[config.mk]
export PLATFORM = sky130hd
export DESIGN_NAME = memory_arbiter
export DESIGN_NICKNAME = d
export VERILOG_FILES = /design/src/rtl/cpu_types_pkg.sv /design/src/rtl/memory_arbiter.sv
export SDC_FILE = /design/constraint.sdc
export NUM_CORES = 1
export LEC_CHECK = 0
export ABC_AREA = 1
export BUFFER_PORTS_ARGS = -buffer_cell sky130_fd_sc_hd__buf_2
export CAP_MARGIN = 20
export CORE_AREA = 2 2 105 107
export CTS_CLUSTER_SIZE = 30
export DETAILED_ROUTE_END_ITERATION = 6
export DIE_AREA = 0 0 107 109
export GPL_TIMING_DRIVEN = 0
export PLACE_DENSITY = 0.6
export SLEW_MARGIN = 5
export SYNTH_ARGS = -nofsm -noshare
export SYNTH_HDL_FRONTEND = slang
export SYNTH_SLANG_ARGS = --single-unit
[constraint.sdc]
create_clock -name CLK -period 1.8 [get_ports CLK]
set_input_delay 0.27 -clock CLK [delete_from_list [all_inputs] [get_ports CLK]]
set_output_delay 0.27 -clock CLK [all_outputs]
set_load 0.1 [all_outputs]
[src/rtl/cpu_types_pkg.sv]
// Shared CPU-side types: RAM status, machine word and the memory arbiter FSM states.
package cpu_types_pkg;

  typedef logic [31:0] word_t;

  typedef enum logic [1:0] {
    FREE   = 2'd0,
    BUSY   = 2'd1,
    ACCESS = 2'd2,
    ERROR  = 2'd3
  } ramstate_t;

  typedef enum logic [1:0] {
    IDLE   = 2'd0,
    IGRANT = 2'd1,
    DGRANT = 2'd2
  } arb_state_t;

endpackage

[src/rtl/memory_arbiter.sv]
// Arbitrates one shared RAM port between the icache and the dcache. Data wins by
// default, but an instruction request is served after STARVE_MAX back-to-back data grants.
module memory_arbiter
  import cpu_types_pkg::*;
#(
  parameter int STARVE_MAX = 4
) (
  input  logic      CLK,
  input  logic      nRST,
  input  logic      iREN,
  input  word_t     iaddr,
  output logic      iwait,
  output word_t     iload,
  input  logic      dREN,
  input  logic      dWEN,
  input  word_t     daddr,
  input  word_t     dstore,
  output logic      dwait,
  output word_t     dload,
  output logic      ramREN,
  output logic      ramWEN,
  output word_t     ramaddr,
  output word_t     ramstore,
  input  word_t     ramload,
  input  ramstate_t ramstate,
  output logic      mem_err
);

  localparam int                CNT_W      = $clog2(STARVE_MAX) + 1;
  localparam logic [CNT_W-1:0]  STARVE_LIM = CNT_W'(STARVE_MAX);

  arb_state_t       state_q, state_d;
  logic [CNT_W-1:0] starve_q, starve_d;
  logic             mem_err_q, mem_err_d;
  logic             dreq;

  assign dreq    = dREN | dWEN;
  assign mem_err = mem_err_q;

  // NOTE: sequential state uses non-blocking assignments so every register samples
  // the pre-edge values, independent of block ordering.
  always_ff @(posedge CLK or negedge nRST) begin
    if (!nRST) begin
      state_q   <= IDLE;
      starve_q  <= '0;
      mem_err_q <= 1'b0;
    end else begin
      state_q   <= state_d;
      starve_q  <= starve_d;
      mem_err_q <= mem_err_d;
    end
  end

  // NOTE: every output of this block is assigned a default first, so no path through
  // the case statement can leave a signal unassigned and infer a latch.
  always_comb begin
    state_d   = state_q;
    starve_d  = starve_q;
    mem_err_d = mem_err_q;
    ramREN    = 1'b0;
    ramWEN    = 1'b0;
    ramaddr   = '0;
    ramstore  = '0;
    iwait     = iREN;
    dwait     = dreq;
    iload     = '0;
    dload     = '0;

    if (state_q != IDLE && ramstate == ERROR) mem_err_d = 1'b1;

    case (state_q)
      IDLE: begin
        if (!iREN) starve_d = '0;
        if (dreq && (!iREN || starve_q < STARVE_LIM)) state_d = DGRANT;
        else if (iREN)                                 state_d = IGRANT;
      end

      DGRANT: begin
        iwait = 1'b1;
        dwait = 1'b1;
        if (!dreq) begin
          // Requester withdrew: release the RAM with strobes low and no completion.
          state_d = IDLE;
        end else begin
          ramaddr  = daddr;
          ramstore = dstore;
          ramWEN   = dWEN;
          ramREN   = dREN & ~dWEN;
          if (ramstate == ACCESS) begin
            dwait   = 1'b0;
            dload   = ramload;
            state_d = IDLE;
            if (iREN && starve_q < STARVE_LIM) starve_d = starve_q + CNT_W'(1);
          end
        end
      end

      IGRANT: begin
        iwait = 1'b1;
        dwait = 1'b1;
        if (!iREN) begin
          state_d = IDLE;
        end else begin
          ramaddr = iaddr;
          ramREN  = 1'b1;
          if (ramstate == ACCESS) begin
            iwait    = 1'b0;
            iload    = ramload;
            state_d  = IDLE;
            starve_d = '0;
          end
        end
      end

      default: state_d = IDLE;
    endcase
  end

endmodule

==> key figures <==
Placement
  – Placed wire-length estimate: between 8000 and 9000 um
  – Routability cong.: between 0.8 and 0.9
  – IO buf count: about 270
  – Setup Slack @ Placement: -0.3172 ns
  – Cells after DPL: roughly 800
  – DP Area: about 5000 um^2

Clock network
  – Clock sink count: 6
  – CTS tree: yes
  – Clk pin slew, worst setup/hold paths: ~0.040 ns
  – Clock tree buffer depth: 2
  – Clock latency on the worst-skew pair: 0.22 ns
  – H-Tree Depth: 1
  – Root Buffer Master: clkbuf_8
  – Num CTS Buffers: 3

Die
  – Die width: roughly 110 um
  – Top-Level Pins: 268
  – Initial Util: 17.59%
  – Core area: about 11000 um^2
  – Row count: 38
  – Die area: 11660 um^2
  – Die Span Y: about 110 um

Yosys
  – Flops & latches, synth: 6
  – Ranking of synthesized cells by area: nor2_1 (22%), nand3_1 (19%), nand2_1 (12%), inv_1 (9.5%), a21oi_1 (9.4%)
  – Number of flops mapped to enable cells by yosys: 0
  – Post-synth top cells: nor2_1 (108), nand3_1 (72), nand2_1 (61)
  – Syn nets: about 520
  – Synth Instances: approximately 380
  – Synthesized area per cell: 4.935 um^2
  – Synth cell types: 20
  – Sequential area share after synthesis: 8.048%
  – Asr flop ratio synth: 100.0%
  – Post-Syn Area: approximately 1900 um^2
  – Area leader, netlist: nor2_1
  – Ys flop type: dfrtp_1
  – Top cell type's share of synthesized area: between 20 and 25%
  – Most common cell in the netlist: nor2_1
  – Ys Warns: 0

GRT
  – First-pass GRT wire length: approximately 23000 um
  – Total GRT Usage: approximately a quarter
  – Vias in the first global route: roughly 4100
  – Largest net degree at the start of global routing: 12
  – Initial antenna violation count: 3
  – Grt ovf: 0

Layout
  – Finished Layout Cells: a little over 800
  – Share of layout cells above drive strength 1: roughly 77%
  – Final #Nets: roughly 820
  – Filler Cell Count: between 600 and 700
  – FF+latch area: about 150 um^2
  – Final Instance Area: a little under 8000 um^2
  – Area of the multi-input gates: ~2900 um^2
  – Area growth syn-to-layout: 312.6%

Worst hold path
  – Min-delay worst type: in2reg

Routing
  – DR vias/cell: approximately 4.8
  – Wire length per cell: around 19 um
  – Number of remaining DRC errors: 0
  – Initial DRC Count: ~180
  – Vias: a little under 4000
  – Initial DRT Pass Iterations: 5
  – Post-route ant nets: 0
  – WL final: 15840 um

Pwr
  – Leakage: about 3 nW
  – VDD IR max: between 1 and 1.5 mV
  – Power density over the cells: approximately 1400 nW/um^2

Setup path
  – Type of the worst setup path: reg2out
  – Critical path arrival: 1.73 ns
  – Crit-path max cell delay: 0.42 ns
  – Startpoint Class: flip-flop
  – Cell family with most CP delay: buffers and inverters
  – Crit path cell chain: inv_2 > ha_4 > buf_12 > buf_8 > nand3_2 > a21oi_4 > buf_12
  – Slowest CP cell: dfrtp_2
  – CP dominant cell by count: buf_12
  – CP Buf/Inv Count: 4
  – CP Max Fanout: 10
  – CP required: about 1.5 ns
  – Crit end category: output port

Timing
  – Final Skew: 0.003476 ns
  – Hold slack final: about 0.34 ns
  – Relative slew slack: 68.52%
  – Final setup fails: ~130
  – Max Clock Freq: 0.4988 GHz
  – Final Hold Vio Count: 0
  – Min setup slack post-route: -0.2049 ns
  – Measured slew at the worst slew-check pin: approximately 0.47 ns
  – Final min period: approximately 2.0 ns
  – Fin. max-slew vios: 0
  – Period utilization: 111.4%
  – RSZ-0062 raised after global routing: yes

Run status
  – Status: complete, but fails checks
  – Failing checks: negative setup slack

Job
  – Max cap viols: 0
## cell type report
cell class	count	area share (%)
Timing Repair Buffer	294	48.81
Inverter	49	2.568
Antenna cell	2	0.06502
Timing Repair inverter	1	0.1138
Clock buffer	3	0.5364
Multi-Input combinational cell	291	37.13
Tap cell	140	2.276
Buffer	31	6.534
Sequential cell	6	1.967
## placed cells by master, fill, tap and decap left out, types with 11 or more instances in the layout
cell / n
a21oi_4: 33
buf_12: 146
buf_2: 141
inv_1: 41
nand2_1: 57
nand3_1: 28
nand3_2: 26
nand3_4: 18
nor2_1: 11
nor2_4: 98
## repair_timing
item,in CTS,in global routing
gates cloned,11,3
hold buffers,1,0
hold endpoints to repair,6,0
pin swaps,31,23
resized for setup,581,29
setup endpoints to repair,132,132
setup buffers,14,0
## through the flow
step	total power [W]	TNS, ns	util, %
after floorplan	0.006454	-9.840	-
after global placement	0.007325	-22.41	46.52
after detailed placement	0.007364	-22.97	46.52
after CTS	0.01026	-14.94	70.78
after global routing	0.01087	-21.08	72.60
final	0.01054	-15.08	72.60
## cell families (layout without fill, tap and decap cells)
family                   after synthesis  after routing  share of synthesized area [%]
AO/OA/AOI/OAI                         39             39                          10.80
other                                  0              2                              0
adder cells (fa/ha/maj)                5              5                          3.353
buffers and inverters                 81            378                          21.80
flip-flops                             6              6                          8.048
AND/OR/NAND/NOR                      246            246                          55.53
XOR/XNOR                               1              1                         0.4696
## final timing paths
kind,startpoint,to,slack [ns],cells after the start
setup / recovery,state_q[1],ramaddr[9],-0.20,7
hold / removal,ramstate[0],mem_err,0.34,3
setup reg to reg,state_q[1],starve_q[2],0.21,9
hold reg to reg,mem_err,mem_err,0.49,1
max in group asynchronous,nRST,state_q[1],1.22,2
min in group asynchronous,nRST,starve_q[1],0.42,2
## sequential cells by signal, indices dropped and copies added, names as in the netlist
name      count
mem_err       1
starve_q      3
state_q       2
## worst register-to-register path, cell delays in order (launching register included)
cell and delay [ns]:
dfrtp_2 0.42, buf_6 0.13, ha_4 0.18, buf_12 0.14
buf_4 0.15, nor2_1 0.10, nor2_1 0.04, nor2_1 0.16
nand3_1 0.11, nand2_1 0.08
## per-layer routing
layer	global-route usage, %	share of wire [%]
met3	7.950	8.7
met1	26.06	35
met2	47.45	54
met5	0	0
met4	6.586	2.1
## power breakdown
part           total [W]  switching (W)  leakage, nW  internal [W]
Combinational     0.0101        0.00623         2.91       0.00389
Sequential      0.000221      0.0000428       0.0737      0.000179
Clock           0.000197      0.0000537       0.0216      0.000143
Total             0.0105        0.00633         3.01       0.00421
No activity file was read; power rests on OpenSTA's default activity.
